$ cat src/rtl/detector_de_pulso_pkg.sv
// -----------------------------------------------------------------------------
// detector_de_pulso_pkg
// Shared types for the two-channel pulse-sequence detector:
//   seq_state_t : state of one alternating-pattern FSM (IDLE, S1, S2)
//   pulse_ev_t  : per-cycle event class derived from the rising edges of a/b
//   classify()  : maps the two rising-edge strobes onto a pulse_ev_t
// -----------------------------------------------------------------------------
package detector_de_pulso_pkg;

  typedef enum logic [1:0] {
    IDLE,
    S1,
    S2
  } seq_state_t;

  typedef enum logic [1:0] {
    EV_NONE,
    EV_A,
    EV_B,
    EV_AB
  } pulse_ev_t;

  // Simultaneous edges form their own class (EV_AB) rather than counting as
  // either channel, so the pattern FSMs never see A and B in the same cycle.
  function automatic pulse_ev_t classify(input logic rise_a, input logic rise_b);
    pulse_ev_t ev;
    unique case ({rise_a, rise_b})
      2'b10:   ev = EV_A;
      2'b01:   ev = EV_B;
      2'b11:   ev = EV_AB;
      default: ev = EV_NONE;
    endcase
    return ev;
  endfunction

endpackage

$ cat src/rtl/detector_de_pulso_seq_fsm.sv
// -----------------------------------------------------------------------------
// seq_fsm
// Detects the alternating pattern first,second,first and flags it with a
// registered one-cycle pulse. Overlapping patterns are allowed: the closing
// "first" event also starts the next pattern.
// Ports:
//   clk       in  clock, rising edge
//   reset     in  synchronous active-low reset
//   ev_first  in  single-cycle strobe: event of the pattern's outer channel
//   ev_second in  single-cycle strobe: event of the pattern's middle channel
//   ev_clear  in  return to IDLE (simultaneous event or inactivity timeout)
//   hit       out registered pulse when the pattern completes
// ev_first and ev_second are never high together (the classifier guarantees it).
// -----------------------------------------------------------------------------
module seq_fsm
  import detector_de_pulso_pkg::*;
(
  input  logic clk,
  input  logic reset,
  input  logic ev_first,
  input  logic ev_second,
  input  logic ev_clear,
  output logic hit
);

  seq_state_t state_q, state_d;
  logic       hit_q, hit_d;

  // NOTE: every signal assigned here gets a default first, so no path can
  // leave it unassigned and infer a latch.
  always_comb begin
    state_d = state_q;
    hit_d   = 1'b0;
    if (ev_clear) begin
      state_d = IDLE;
    end else if (ev_first) begin
      hit_d   = (state_q == S2);
      state_d = S1;
    end else if (ev_second) begin
      state_d = (state_q == S1) ? S2 : IDLE;
    end
  end

  // NOTE: state registers use non-blocking assignments so all flops update
  // from the same pre-edge values regardless of process ordering.
  always_ff @(posedge clk) begin
    if (!reset) begin
      state_q <= IDLE;
      hit_q   <= 1'b0;
    end else begin
      state_q <= state_d;
      hit_q   <= hit_d;
    end
  end

  assign hit = hit_q;

endmodule

$ cat src/rtl/detector_de_pulso.sv
// -----------------------------------------------------------------------------
// detector_de_pulso
// Two-channel pulse-sequence detector. Rising edges on a/b become events
// A, B or AB; pattern A,B,A pulses seq_a and B,A,B pulses seq_b. Partial
// patterns are dropped after MAX_GAP cycles without any event.
// Parameters:
//   MAX_GAP  idle cycles after which both pattern FSMs return to IDLE (>=1)
// Ports:
//   clk    in  clock, rising edge
//   reset  in  synchronous active-low reset (wins over any simultaneous event)
//   a      in  pulse input A, synchronous to clk
//   b      in  pulse input B, synchronous to clk
//   seq_a  out registered one-cycle pulse when A,B,A completes
//   seq_b  out registered one-cycle pulse when B,A,B completes
// -----------------------------------------------------------------------------
module detector_de_pulso
  import detector_de_pulso_pkg::*;
#(
  parameter int MAX_GAP = 8
) (
  input  logic clk,
  input  logic reset,
  input  logic a,
  input  logic b,
  output logic seq_a,
  output logic seq_b
);

  localparam int               CNT_W   = $clog2(MAX_GAP + 1);
  localparam logic [CNT_W-1:0] GAP_MAX = CNT_W'(MAX_GAP);
  localparam logic [CNT_W-1:0] GAP_ONE = CNT_W'(1);

  logic             a_q, b_q;
  logic             rise_a, rise_b;
  pulse_ev_t        ev;
  logic [CNT_W-1:0] gap_q, gap_d;
  logic             timeout;
  logic             ev_clear;

  // Edge detect: a level held high produces a single event.
  assign rise_a = a & ~a_q;
  assign rise_b = b & ~b_q;
  assign ev     = classify(rise_a, rise_b);

  // Gap counter saturates at MAX_GAP. The timeout fires on the edge where the
  // counter arrives at MAX_GAP, so exactly MAX_GAP idle cycles discard a
  // partial pattern while MAX_GAP-1 idle cycles keep it. Any event in the
  // cycle overrides the timeout because timeout requires EV_NONE.
  always_comb begin
    gap_d = gap_q;
    if (ev != EV_NONE) begin
      gap_d = '0;
    end else if (gap_q != GAP_MAX) begin
      gap_d = gap_q + GAP_ONE;
    end
  end

  assign timeout  = (ev == EV_NONE) && (gap_d == GAP_MAX);
  assign ev_clear = (ev == EV_AB) || timeout;

  always_ff @(posedge clk) begin
    if (!reset) begin
      a_q   <= 1'b0;
      b_q   <= 1'b0;
      gap_q <= '0;
    end else begin
      a_q   <= a;
      b_q   <= b;
      gap_q <= gap_d;
    end
  end

  seq_fsm u_fsm_aba (
    .clk      (clk),
    .reset    (reset),
    .ev_first (ev == EV_A),
    .ev_second(ev == EV_B),
    .ev_clear (ev_clear),
    .hit      (seq_a)
  );

  seq_fsm u_fsm_bab (
    .clk      (clk),
    .reset    (reset),
    .ev_first (ev == EV_B),
    .ev_second(ev == EV_A),
    .ev_clear (ev_clear),
    .hit      (seq_b)
  );

endmodule

$ cat config.mk
export PLATFORM = sky130hd
export DESIGN_NAME = detector_de_pulso
export DESIGN_NICKNAME = d
export VERILOG_FILES = /design/src/rtl/detector_de_pulso_pkg.sv /design/src/rtl/detector_de_pulso_seq_fsm.sv /design/src/rtl/detector_de_pulso.sv
export SDC_FILE = /design/constraint.sdc
export NUM_CORES = 1
export LEC_CHECK = 0
export BUFFER_PORTS_ARGS = -buffer_cell sky130_fd_sc_hd__buf_2
export CELL_PAD_IN_SITES_DETAIL_PLACEMENT = 0
export CELL_PAD_IN_SITES_GLOBAL_PLACEMENT = 1
export CORE_MARGIN = 4
export CORE_UTILIZATION = 42
export DETAILED_ROUTE_END_ITERATION = 8
export GPL_TIMING_DRIVEN = 0
export PLACE_DENSITY_LB_ADDON = 0.1
export REMOVE_ABC_BUFFERS = 1
export SETUP_SLACK_MARGIN = 0.4
export SLEW_MARGIN = 20
export SYNTH_ARGS = -nofsm -noshare
export SYNTH_HDL_FRONTEND = slang
export SYNTH_SLANG_ARGS = --single-unit
$ cat constraint.sdc
create_clock -name clk -period 1.8 [get_ports clk]
set_input_delay 0.18 -clock clk [delete_from_list [all_inputs] [get_ports clk]]
set_output_delay 0.18 -clock clk [all_outputs]
set_load 0.05 [all_outputs]
Yosys cells after proc, flatten, opt, wreduce, memory -nomap -nowiden
Cells that the tools add are included.

$add $sub $neg: 1. Equality and inequality tests: 12. Mux-type cells: 9. Bitwise gates (word level): 7. Reduce and logical (&&, ||, !) cells: 10.

Operators by type and width (number): $eq 2x2->1 const B (6); $reduce_or 3->1 (4); $eq 2x1->1 const B (4); $mux 4 (2); $pmux 2 s3 (1); $not 1->1 (5); $add 4x1->4 const B (1); $eq 4x4->1 const B (1); $mux 1 (4); $mux 2 (2); $ne 4x4->1 const B (1); $reduce_bool 2->1 (2); $and 1x1->1 (2); $logic_not 2->1 (1); $reduce_or 2->1 (1); $logic_and 1x1->1 (1); $logic_or 1x1->1 (1).

Register bits: 12. Bits of input ports: 4. Output and inout bits: 2. Logic and storage cells: 48.

Depth between registers and ports, before layout
Gate-level depths: netlist of run 1.

Depth in word-level cells: 10. Gate-level depth with buffers: 6. Mapped depth without buffers: 6.

By module
A second synthesis of run 1 with hierarchy kept.

Cell total of the unflattened synthesis: 57. Area total of the unflattened synthesis: 536.8 µm².

By module, submodules not included: detector_de_pulso (instances 1, cells each 33, area each 304.0 µm², seq. area each 120.1 µm²); seq_fsm (instances 2, cells each 12, area each 116.4 µm², seq. area each 60.1 µm²).

Worst setup path before layout of run 1
No wires, ideal clock.

Path type: register -> register. From: reg gap_q[0]. To: reg u_fsm_aba.state_q[1]. Setup time: 0.130 ns. Arrival: 1.338 ns. Required time: 1.670 ns. Slack: 0.332 ns. Cell stages (with the launch flop): 7. Buffers on the path: 0. Period minus slack after synthesis: 1.468 ns. Cells stage by stage: dfxtp_1 -> inv_1 -> ha_1 -> and4bb_2 -> nor2_4 -> a211oi_4 -> nor4b_1.

Word-level cells in the longest chain between the ends: 7. Elaborated cells on any way between the ends: 8. Classes of those cells: add/sub (1); eq/ne (2); mux (2); reduce/logical (3).

Ends and longest elaborated chain: from (decl) (RTL line detector_de_pulso.sv:36) `logic [CNT_W-1:0] gap_q, gap_d;`; from (signal assigned) (RTL line detector_de_pulso.sv:69) `gap_q <= gap_d;`; $add 4x1->4 / $ne 4x4->1 (equally long branches) (RTL line detector_de_pulso.sv:54, detector_de_pulso.sv:53); $mux 4 (*) (RTL line detector_de_pulso.sv:53) `end else if (gap_q != GAP_MAX) begin`; $mux 4 (*) (RTL line detector_de_pulso.sv:51) `if (ev != EV_NONE) begin`; $eq 4x4->1 (*) (RTL line detector_de_pulso.sv:58) `assign timeout = (ev == EV_NONE) && (gap_d == GAP_MAX);`; $logic_and 1x1->1 (*) (RTL line detector_de_pulso.sv:58); $logic_or 1x1->1 (*) (RTL line detector_de_pulso.sv:59) `assign ev_clear = (ev == EV_AB) || timeout;`; $reduce_or 3->1 (no source line) (*); to (signal assigned) (RTL line detector_de_pulso_seq_fsm.sv:51) `state_q <= state_d;`; to (decl) (RTL line detector_de_pulso_seq_fsm.sv:26) `seq_state_t state_q, state_d;`.

Mark *: on every way between the ends. The rest lies on a longest branch, timed or not. A chain may end at the register's enable or synchronous reset.

Worst setup path after layout of run 1
Same ends and word-level chain as after synthesis.

==> results by group, run 1 <==
Run status
  • Status: finished, final reports clean

Timing
  • Slew @ Worst Pin: 0.2468 ns
  • Max-slew violation count: 0
  • Period minus WS final: 1.445 ns
  • Final hold violation count: 0
  • Final setup viols: 0
  • RSZ-0062 raised after global routing: yes
  • Post-route setup slack: 0.3547 ns
  • Min Hold Slack: about 0.13 ns
  • Max Freq: 0.6919 GHz
  • Relative max-transition margin: 0.8366
  • Final period util: 0.8029
  • Final Skew: 0.003148 ns
  • Setup TNS: 0 ns

Global routing
  • Vias in the first global route: 459
  • First-pass GRT wire length: about 1.9 mm
  • Largest net degree at the start of global routing: 8
  • Total gr overflow: 0
  • Initial antenna violation count: 0
  • Gr usage total: 0.1257

Setup path
  • Critical path launch point type: flip-flop
  • Critical Path RT: about 2 ns
  • CP Max Fanout: 6
  • WP data arrival: about 1.6 ns
  • CP Class: reg2reg
  • CP Capture Type: flip-flop

Layout
  • Fill cell count: about 130
  • Nets: 84
  • # diodes: 0
  • Ratio of cells with drive above 1 in the final layout: 0.3836
  • Area Growth Syn to Fin: 26.06%

Clocking
  • Cts bufs inserted: 3
  • Clk Latency, worst-skew pair: about 0.27 ns
  • # hold bufs at CTS: 0
  • Htree depth: 1
  • Clk buf depth: 2
  • CTS tree: yes
  • Worst-path clk slew: about 0.08 ns
  • Clk sinks: 12
  • Clk root buf: clkbuf_4

Place
  • Placer Congestion: around 0.67
  • Setup WS pre-CTS: about 0.16 ns
  • PortBufs: 5
  • Dpl hpwl: 709.5 um

Floorplan
  • Rows: 13
  • # IOs: 6
  • Die ar.: between 2000 and 2500 um^2
  • Die height: 46.40 um
  • Core box area: between 1000 and 1500 um^2
  • Effective utilization at floorplan: 0.4588
  • Die Width: approximately 46 um

Logic synthesis
  • Post-synthesis xor/xnor area fraction: 0.02828
  • Synthesized netlist cell count: 60
  • Post-Syn Area: roughly 620 um^2
  • Seq/Total Area, Yosys: 0.3879
  • Syn avg cell area: 10.32 um^2
  • Simple-gate portion of the synthesized area: 0.3152
  • Complex-gate fraction of the synthesized area: 0.05657
  • Yosys cell types: 24
  • Post-Synth Adder-Cell Area: 0.1212
  • #FFs+latches synth: 12
  • Post-synthesis mux area share: 0.06667
  • Largest family of logic cells by synthesized area: simple AND/OR/NAND/NOR gates
  • YS warnings: 0

Min path
  • Hold Path Class: in2reg

Pwr
  • Reg power frac: 0.499
  • Total Power: 0.5548 mW
  • Sw frac: 0.2278
  • Switch Pwr: about 0.13 mW
  • Leak pwr: about 0.34 nW
  • Internal power: about 0.43 mW
  • Max IR drop VDD: 0.0004430 V
  • Logic pwr share: 0.118
  • Cell area power density: 710.6 nW/um^2
  • Clk pwr share: 0.383

Detailed routing
  • Routed Antenna Nets: 0
  • Drt via density: a little over 5
  • Remaining DRCs: 0
  • DR pass1 iterations: 4
  • Iteration-0 DRC Markers: 5
  • DR WL/cell: ~12 um
  • Drt total wl: 1.048 mm
  • DR vias: roughly 440

Run
  • Max Cap Violations: 0
==> final timing paths <==
check                                          start              endpoint  slack, ns  cells past startpoint
worst min register to register  u_fsm_bab.state_q[0]         u_fsm_bab.hit       0.46                      1
worst max-delay path                        gap_q[0]  u_fsm_aba.state_q[1]       0.35                      7
worst min-delay path                               b                   b_q       0.13                      2
worst max register to register              gap_q[0]  u_fsm_aba.state_q[1]       0.35                      7
==> state kept, by name (all words and copies together), names as in the netlist <==
| name | cells |
|---|---|
| u_fsm_bab.state_q | 2 |
| gap_q | 4 |
| b_q | 1 |
| u_fsm_aba.hit | 1 |
| u_fsm_bab.hit | 1 |
| a_q | 1 |
| u_fsm_aba.state_q | 2 |
==> through the flow <==
stage / std cells / instance area [um^2] / utilization
2_1_floorplan: 60 / 619.3 / -
3_3_place_gp: 80 / 663.1 / 0.4912
3_5_place_dp: 80 / 663.1 / 0.4912
4_1_cts: 88 / 768.2 / 0.5690
5_1_grt: 88 / 780.7 / 0.5783
6_report: 88 / 780.7 / 0.5783
==> worst max-delay path, stage by stage, from the launching register on <==
cell and delay (ns):
dfxtp_4 0.36, inv_2 0.04, ha_4 0.15, and4bb_2 0.31
nor2_4 0.04, a211oi_4 0.22, buf_6 0.15, nor4b_2 0.05
==> cells in the final DEF (no fill, tap or decap), types with 3 or more instances in the layout <==
| master | synthesis | layout |
|---|---|---|
| dfxtp_1 | 12 | 10 |
| clkbuf_4 | 0 | 3 |
| nand2b_1 | 3 | 3 |
| nand3_1 | 3 | 3 |
| nand2_1 | 3 | 3 |
| mux2i_1 | 3 | 3 |
| ha_1 | 6 | 3 |
| nor2b_1 | 4 | 3 |
| buf_2 | 0 | 5 |
| buf_4 | 0 | 3 |
==> layer usage <==
layer  GRT usage  vias to the layer above  share of wire
li1            -                      232              -
met3     0.05859                        0          0.052
met5           0                        -              0
met1      0.1643                      201           0.50
met4     0.03409                        0              0
met2      0.1841                       10           0.45
==> synthesized netlist by cell type <==
| master | count | share of area |
|---|---|---|
| mux2i_1 | 3 | 0.048 |
| and2_1 | 2 | 0.020 |
| a211oi_4 | 1 | 0.032 |
| o21a_1 | 1 | 0.012 |
| mux2_2 | 1 | 0.018 |
| nor3_1 | 2 | 0.016 |
| a21o_1 | 1 | 0.012 |
| xor2_1 | 2 | 0.028 |
| and4bb_2 | 1 | 0.020 |
| nand3_1 | 3 | 0.024 |
| nor3b_1 | 2 | 0.024 |
| and4bb_4 | 1 | 0.026 |
| and2b_1 | 1 | 0.012 |
| nand4b_1 | 1 | 0.014 |
| dfxtp_1 | 12 | 0.39 |
| nand2b_1 | 3 | 0.030 |
| inv_1 | 4 | 0.024 |
| nor2_1 | 2 | 0.012 |
| nor2_4 | 1 | 0.018 |
| ha_1 | 6 | 0.12 |
| nand2_1 | 3 | 0.018 |
| nor2b_1 | 4 | 0.040 |
| and3_1 | 1 | 0.010 |
| nor4b_1 | 2 | 0.028 |
==> area by class of cell <==
class | count | area, um^2 | share of cell area
multi-input combinational | 44 | 406.6 | 0.5208
sequential | 12 | 245.2 | 0.3141
timing repair buffer | 9 | 58.81 | 0.07532
clock buffer | 4 | 36.28 | 0.04647
tap | 15 | 18.77 | 0.02404
inverter | 4 | 15.01 | 0.01923
==> power by group through the flow <==
stage / registers, mW / logic [mW] / clock network [mW]
after floorplan: 0.283 / 0.0397 / 0
after global placement: 0.285 / 0.0514 / 0
after detailed placement: 0.284 / 0.0519 / 0
after CTS: 0.277 / 0.0623 / 0.223
after global routing: 0.278 / 0.0740 / 0.234
final: 0.277 / 0.0655 / 0.212
==> kinds of logic (layout without fill, tap and decap cells) <==
kind of cell               Yosys count  in the layout
and+or+nand+nor                     29             29
buffers and inverters                4             17
DFF                                 12             12
xor gates and xnor gates             2              2
AOI/OAI and AO/OA                    3              3
adders and majority gates            6              6
muxes                                4              4
==> repair_timing <==
action / in CTS / in global routing
pin swaps: 5 / 1
setup endpoints to repair: 6 / 6
endpoints found under the hold margin: 0 / 0
resized for setup: 12 / 2
setup buffers: 4 / 0
No activity file was read; power rests on OpenSTA's default activity.
==> inputs of run 2 (changes only) <==
- CORE_UTILIZATION: 42 -> 38
- clock period: 1.8 -> 1.3 ns (I/O delays scaled with it)
==> run 2 against run 1 <==
Effect of this change: the run now ends with negative setup slack left; clock skew is 0.0017 ns lower; via count down 0.23%; final cell count increased by 2.3%; clock power grew 36%; largest power group unchanged; highest routed layer is now met4.
==> results by group, run 2 (synthesis results as in run 1) <==
Floorplan
  • Core box area: approximately 1500 um^2
  • Rows: 14
  • Die Width: 48.37 um
  • Effective utilization at floorplan: 0.4064
  • Die height: roughly 48 um
  • # IOs: 6
  • Die ar.: approximately 2300 um^2

Pwr
  • Max IR drop VDD: just over 0.0005 V
  • Total Power: between 0.7 and 0.8 mW
  • Leak pwr: about 0.36 nW
  • Cell area power density: 914.6 nW/um^2

Timing
  • Final Skew: around 0.0015 ns
  • Period minus WS final: about 1.5 ns
  • Final period util: 1.134
  • Final setup viols: 7
  • RSZ-0062 raised after global routing: yes
  • Max Freq: slightly below 0.7 GHz
  • Post-route setup slack: -0.1747 ns
  • Slew @ Worst Pin: between 0.3 and 0.4 ns
  • Final hold violation count: 0
  • Max-slew violation count: 0
  • Relative max-transition margin: 0.7549

Layout
  • Most frequent cells in the layout: dfxtp_1 (8), buf_6 (5), nor2b_1 (4)
  • Post-route cell area: 853.3 um^2
  • Post-Layout Cell Count: 90
  • Ratio of cells with drive above 1 in the final layout: 0.4730
  • Fill cell count: ~130
  • Max FFs per register: 4
  • Area Growth Syn to Fin: 37.78%
  • Core Util, Final: 0.5599
  • # diodes: 0
  • Biggest regs: gap_q (4), u_fsm_aba.state_q (2), u_fsm_bab.state_q (2)
  • Most common cell after layout, fill and taps aside: dfxtp_1
  • Register name with the most flops: gap_q
  • Nets: between 80 and 90

Global routing
  • Initial antenna violation count: 0
  • First-pass GRT wire length: about 1.8 mm
  • Total gr overflow: 0
  • Gr usage total: 0.09663
  • Vias in the first global route: ~430
  • Largest net degree at the start of global routing: 8

Clocking
  • Cts bufs inserted: 3
  • Clk sinks: 12
  • Clk buf depth: 2
  • CTS tree: yes
  • Htree depth: 1
  • Clk root buf: clkbuf_4
  • Clk Latency, worst-skew pair: between 0.2 and 0.3 ns
  • Worst-path clk slew: 0.07 ns
  • # hold bufs at CTS: 0

Detailed routing
  • DR pass1 iterations: 3
  • Iteration-0 DRC Markers: 5
  • Remaining DRCs: 0
  • Drt total wl: approximately 1.0 mm
  • Drt via density: 4.911
  • DR WL/cell: ~12 um
  • Routed Antenna Nets: 0
  • DR vias: approximately 440

Run status
  • Failing checks: negative setup slack
  • Status: finished, violations left

Setup path
  • Largest incremental delay on the critical path: about 0.36 ns
  • CP Class: reg2reg
  • Cells along the critical path: buf_6 > ha_4 > and2b_1 > a21o_1 > a211oi_4 > buf_6 > nor4b_4
  • Slowest CP cell: dfxtp_4
  • WP data arrival: 1.63 ns
  • Most used cell, CP: buf_6
  • CP Max Fanout: 6
  • Reg-to-reg setup timing slack: -0.17 ns
  • Reg-to-Reg End: u_fsm_bab.state_q[1]
  • CP Launch Point: gap_q[0]
  • Cell count of the worst reg-to-reg path: 7
  • Critical Path RT: between 1 and 1.5 ns
  • Critical path launch point type: flip-flop
  • CP Capture Type: flip-flop
  • R2R Path Start: gap_q[0]

Place
  • Dpl hpwl: roughly 720 um
  • Placer Congestion: between 0.6 and 0.7
  • Placed Area: approximately 660 um^2
  • Cells after DPL: 81
  • PortBufs: 5

Run
  • Max Cap Violations: 0

Min path
  • Worst hold path cell count: 2
  • Hold Path Class: in2reg
  • Hold Path End: b_q
  • Hold path startpoint: b
run 2: worst max path at each step:
stage,endpoint
floorplan,u_fsm_aba.state_q[1]
finish,u_fsm_bab.state_q[1]
detailed placement,u_fsm_bab.state_q[1]
global placement,u_fsm_bab.state_q[1]
CTS,u_fsm_bab.state_q[1]
global route,u_fsm_bab.state_q[1]
run 2: report_power, final:
group / total, mW / switching [mW] / internal (mW)
registers: 0.383 / 0.00646 / 0.377
clock network: 0.288 / 0.118 / 0.170
logic: 0.109 / 0.0504 / 0.0588
total: 0.780 / 0.175 / 0.606
run 2: layout make-up:
| type | count | area (um^2) | area share |
|---|---|---|---|
| multi-input cells | 44 | 447.9 | 0.5249 |
| inverters | 4 | 15.01 | 0.01760 |
| well taps | 16 | 20.02 | 0.02346 |
| flip-flops and latches | 12 | 247.7 | 0.2903 |
| repair buffers | 10 | 86.33 | 0.1012 |
| clock buffers | 4 | 36.28 | 0.04252 |
run 2: critical path, delay by kind of cell (launching register included):
kind / cells / cell delay [ns]
compound gates: 2 / 0.39
buf+inv: 2 / 0.28
fa+ha+maj: 1 / 0.14
flops: 1 / 0.36
simple gates: 2 / 0.19
run 2: what timing repair did:
| item | in CTS | in global routing |
|---|---|---|
| endpoints found under the setup margin | 12 | 12 |
| pin swaps | 9 | 7 |
| cloned | 0 | 0 |
| gates resized for setup | 23 | 5 |
| endpoints found under the hold margin | 0 | 0 |
| setup buffers | 5 | 0 |
run 2: per-layer routing:
layer,wire (um),part of all wire,vias up,track usage
met5,0,0,-,0
met4,10,0.0096,0,0.05530
met3,17,0.016,2,0.01840
met2,529,0.51,1,0.1587
met1,485,0.47,206,0.1155
li1,-,-,233,-
run 2: through the flow:
step	setup slack [ns]	TNS (ns)	hold slack [ns]
final	-0.1747	-1.042	0.1217
after global routing	-0.2257	-1.360	0.1246
after CTS	-0.1650	-0.9768	0.1133
after detailed placement	-0.3633	-2.097	0.3622
after global placement	-0.3441	-2.028	0.3534
after floorplan	-0.1677	-0.9712	0.2517
==> inputs of run 3 (changes only) <==
--- a/constraint.sdc
+++ b/constraint.sdc
@@ -3,2 +3,2 @@
 set_output_delay 0.13 -clock clk [all_outputs]
-set_load 0.05 [all_outputs]
+set_load 0.1 [all_outputs]
==> run 3 against run 2 <==
Effect of this change: sequential share of layout area decreased by 0.58 points; the run still ends with negative setup slack left; largest cell class unchanged; register-to-register slack barely moved; core utilization rose by 1.1 points; hold slack unchanged; largest power group unchanged; wire length unchanged; first-iteration DRC count is the same.
==> results by group, run 3 (synthesis results as in run 1) <==
Pwr
  • Max IR drop VDD: about 0.00052 V
  • Clk pwr share: 0.369
  • Leak pwr: around 0.36 nW
  • Reg power frac: 0.491
  • Logic pwr share: 0.140
  • Internal power: roughly 0.6 mW
  • Switch Pwr: approximately 0.18 mW
  • Cell area power density: 896.7 nW/um^2
  • Total Power: roughly 0.78 mW
  • Sw frac: 0.2242

Setup path
  • Cell count of the worst reg-to-reg path: 7
  • Critical path launch point type: flip-flop
  • Reg-to-reg setup timing slack: -0.17 ns
  • R2R Path Start: gap_q[0]
  • Most used cell, CP: buf_6
  • WP data arrival: 1.63 ns
  • Slowest CP cell: dfxtp_4
  • CP Max Fanout: 6
  • Cells along the critical path: buf_6 > ha_4 > and2b_1 > a21o_1 > a211oi_4 > buf_6 > nor4b_4
  • Critical Path RT: approximately 1.5 ns
  • CP Capture Type: flip-flop
  • CP Class: reg2reg
  • Largest incremental delay on the critical path: about 0.36 ns
  • Reg-to-Reg End: u_fsm_bab.state_q[1]

Place
  • Dpl hpwl: a little over 700 um
  • Cells after DPL: 81
  • PortBufs: 5
  • Placer Congestion: 0.6921
  • Setup WS pre-CTS: -0.3633 ns

Detailed routing
  • DR pass1 iterations: 3
  • DR WL/cell: between 10 and 15 um
  • Routed Antenna Nets: 0
  • Remaining DRCs: 0
  • Iteration-0 DRC Markers: 5
  • Drt total wl: ~1.0 mm
  • DR vias: 442
  • Drt via density: around 4.9

Global routing
  • Gr usage total: 0.09727
  • Vias in the first global route: around 430
  • Met3 Use GR: 0.01840
  • Initial antenna violation count: 0
  • Total gr overflow: 0
  • Met1 usage: 0.1174
  • Met2 usage: 0.1587
  • First-pass GRT wire length: 1.856 mm
  • GR peak layer: met2
  • Largest net degree at the start of global routing: 8

Layout
  • Register name with the most flops: gap_q
  • Biggest regs: gap_q (4), u_fsm_aba.state_q (2), u_fsm_bab.state_q (2)
  • Max FFs per register: 4
  • Post-Layout Cell Count: 90
  • Nets: between 80 and 90
  • Ratio of cells with drive above 1 in the final layout: 0.4730
  • # diodes: 0
  • Area Growth Syn to Fin: 40.61%
  • Most frequent cells in the layout: dfxtp_1 (8), nor2b_1 (4)
  • Most common cell after layout, fill and taps aside: dfxtp_1

Floorplan
  • Core box area: ~1500 um^2
  • Die ar.: about 2300 um^2
  • Effective utilization at floorplan: 0.4064
  • Die height: approximately 48 um
  • Rows: 14
  • # IOs: 6
  • Die Width: between 40 and 50 um

Min path
  • Worst hold path cell count: 2
  • Hold Path Class: in2reg
  • Hold path startpoint: b
  • Hold Path End: b_q

Clocking
  • Cts bufs inserted: 3
  • Clk Latency, worst-skew pair: roughly 0.26 ns
  • Clk buf depth: 2
  • CTS tree: yes
  • Worst-path clk slew: 0.07 ns
  • Htree depth: 1
  • # hold bufs at CTS: 0
  • Clk root buf: clkbuf_4
  • Clk sinks: 12

Timing
  • Final period util: 1.134
  • RSZ-0062 raised after global routing: yes
  • Relative max-transition margin: 0.7549
  • Slew @ Worst Pin: ~0.37 ns
  • Setup TNS: -1.042 ns
  • Period minus WS final: ~1.5 ns
  • Final Skew: roughly 0.0015 ns
  • Final hold violation count: 0
  • Post-route setup slack: -0.1747 ns
  • Min Hold Slack: between 0.1 and 0.15 ns
  • Final setup viols: 7
  • Max Freq: 0.6781 GHz
  • Max-slew violation count: 0

Run status
  • Status: finished, violations left
  • Failing checks: negative setup slack

Run
  • Max Cap Violations: 0
==> run 3: changes by cell type in the layout (fill, tap and decap cells not counted) <==
cell / before / now
buf_12: 0 / 2
buf_6: 5 / 3
==> run 3: layout make-up <==
type	instances	area (um^2)
clock buffer	4	36.28
fill	130	653.1
inverter	4	15.01
multi-input combinational	44	447.9
sequential	12	247.7
tap	16	20.02
timing repair buffer	10	103.9
==> run 3: what timing repair did <==
action / in CTS / in global routing
pin swaps: 9 / 7
buffers inserted: 5 / 0
endpoints found under the setup margin: 12 / 12
gates resized for setup: 29 / 3
==> run 3: power by group through the flow <==
stage	Sequential, mW	Clock [mW]	Combinational [mW]
2_1_floorplan	0.392	0	0.0549
3_3_place_gp	0.394	0	0.0719
3_5_place_dp	0.394	0	0.0724
4_1_cts	0.383	0.302	0.103
5_1_grt	0.384	0.315	0.122
6_report	0.383	0.288	0.110
==> run 3: how the worst max path moves through the flow <==
stage                         from              endpoint  slack, ns  depth (start not counted)
after detailed placement  gap_q[0]  u_fsm_bab.state_q[1]      -0.36                          6
after CTS                 gap_q[0]  u_fsm_bab.state_q[1]      -0.16                          7
final                     gap_q[0]  u_fsm_bab.state_q[1]      -0.17                          7
after global placement    gap_q[0]  u_fsm_bab.state_q[1]      -0.34                          6
after global routing      gap_q[0]  u_fsm_bab.state_q[1]      -0.23                          7
after floorplan           gap_q[0]  u_fsm_aba.state_q[1]      -0.17                          6
==> run 3: metrics by stage <==
step | cell area (um^2) | utilization
after floorplan | 619.3 | -
after global placement | 664.4 | 0.4360
after detailed placement | 664.4 | 0.4360
after CTS | 853.3 | 0.5599
after global routing | 870.8 | 0.5714
final | 870.8 | 0.5714
==> run 3: worst max-delay path, delay by kind of cell (launching register included) <==
kind | cells | cell delay [ns]
AND/OR/NAND/NOR | 2 | 0.19
flip-flops | 1 | 0.36
adder cells (fa/ha/maj) | 1 | 0.14
AO/OA/AOI/OAI | 2 | 0.39
buffers and inverters | 2 | 0.28
==> run 3: metal layers <==
metal  wire, um  part of all wire
met5          0                 0
met3         17             0.016
met1        484              0.46
met4         10            0.0096
met2        530              0.51
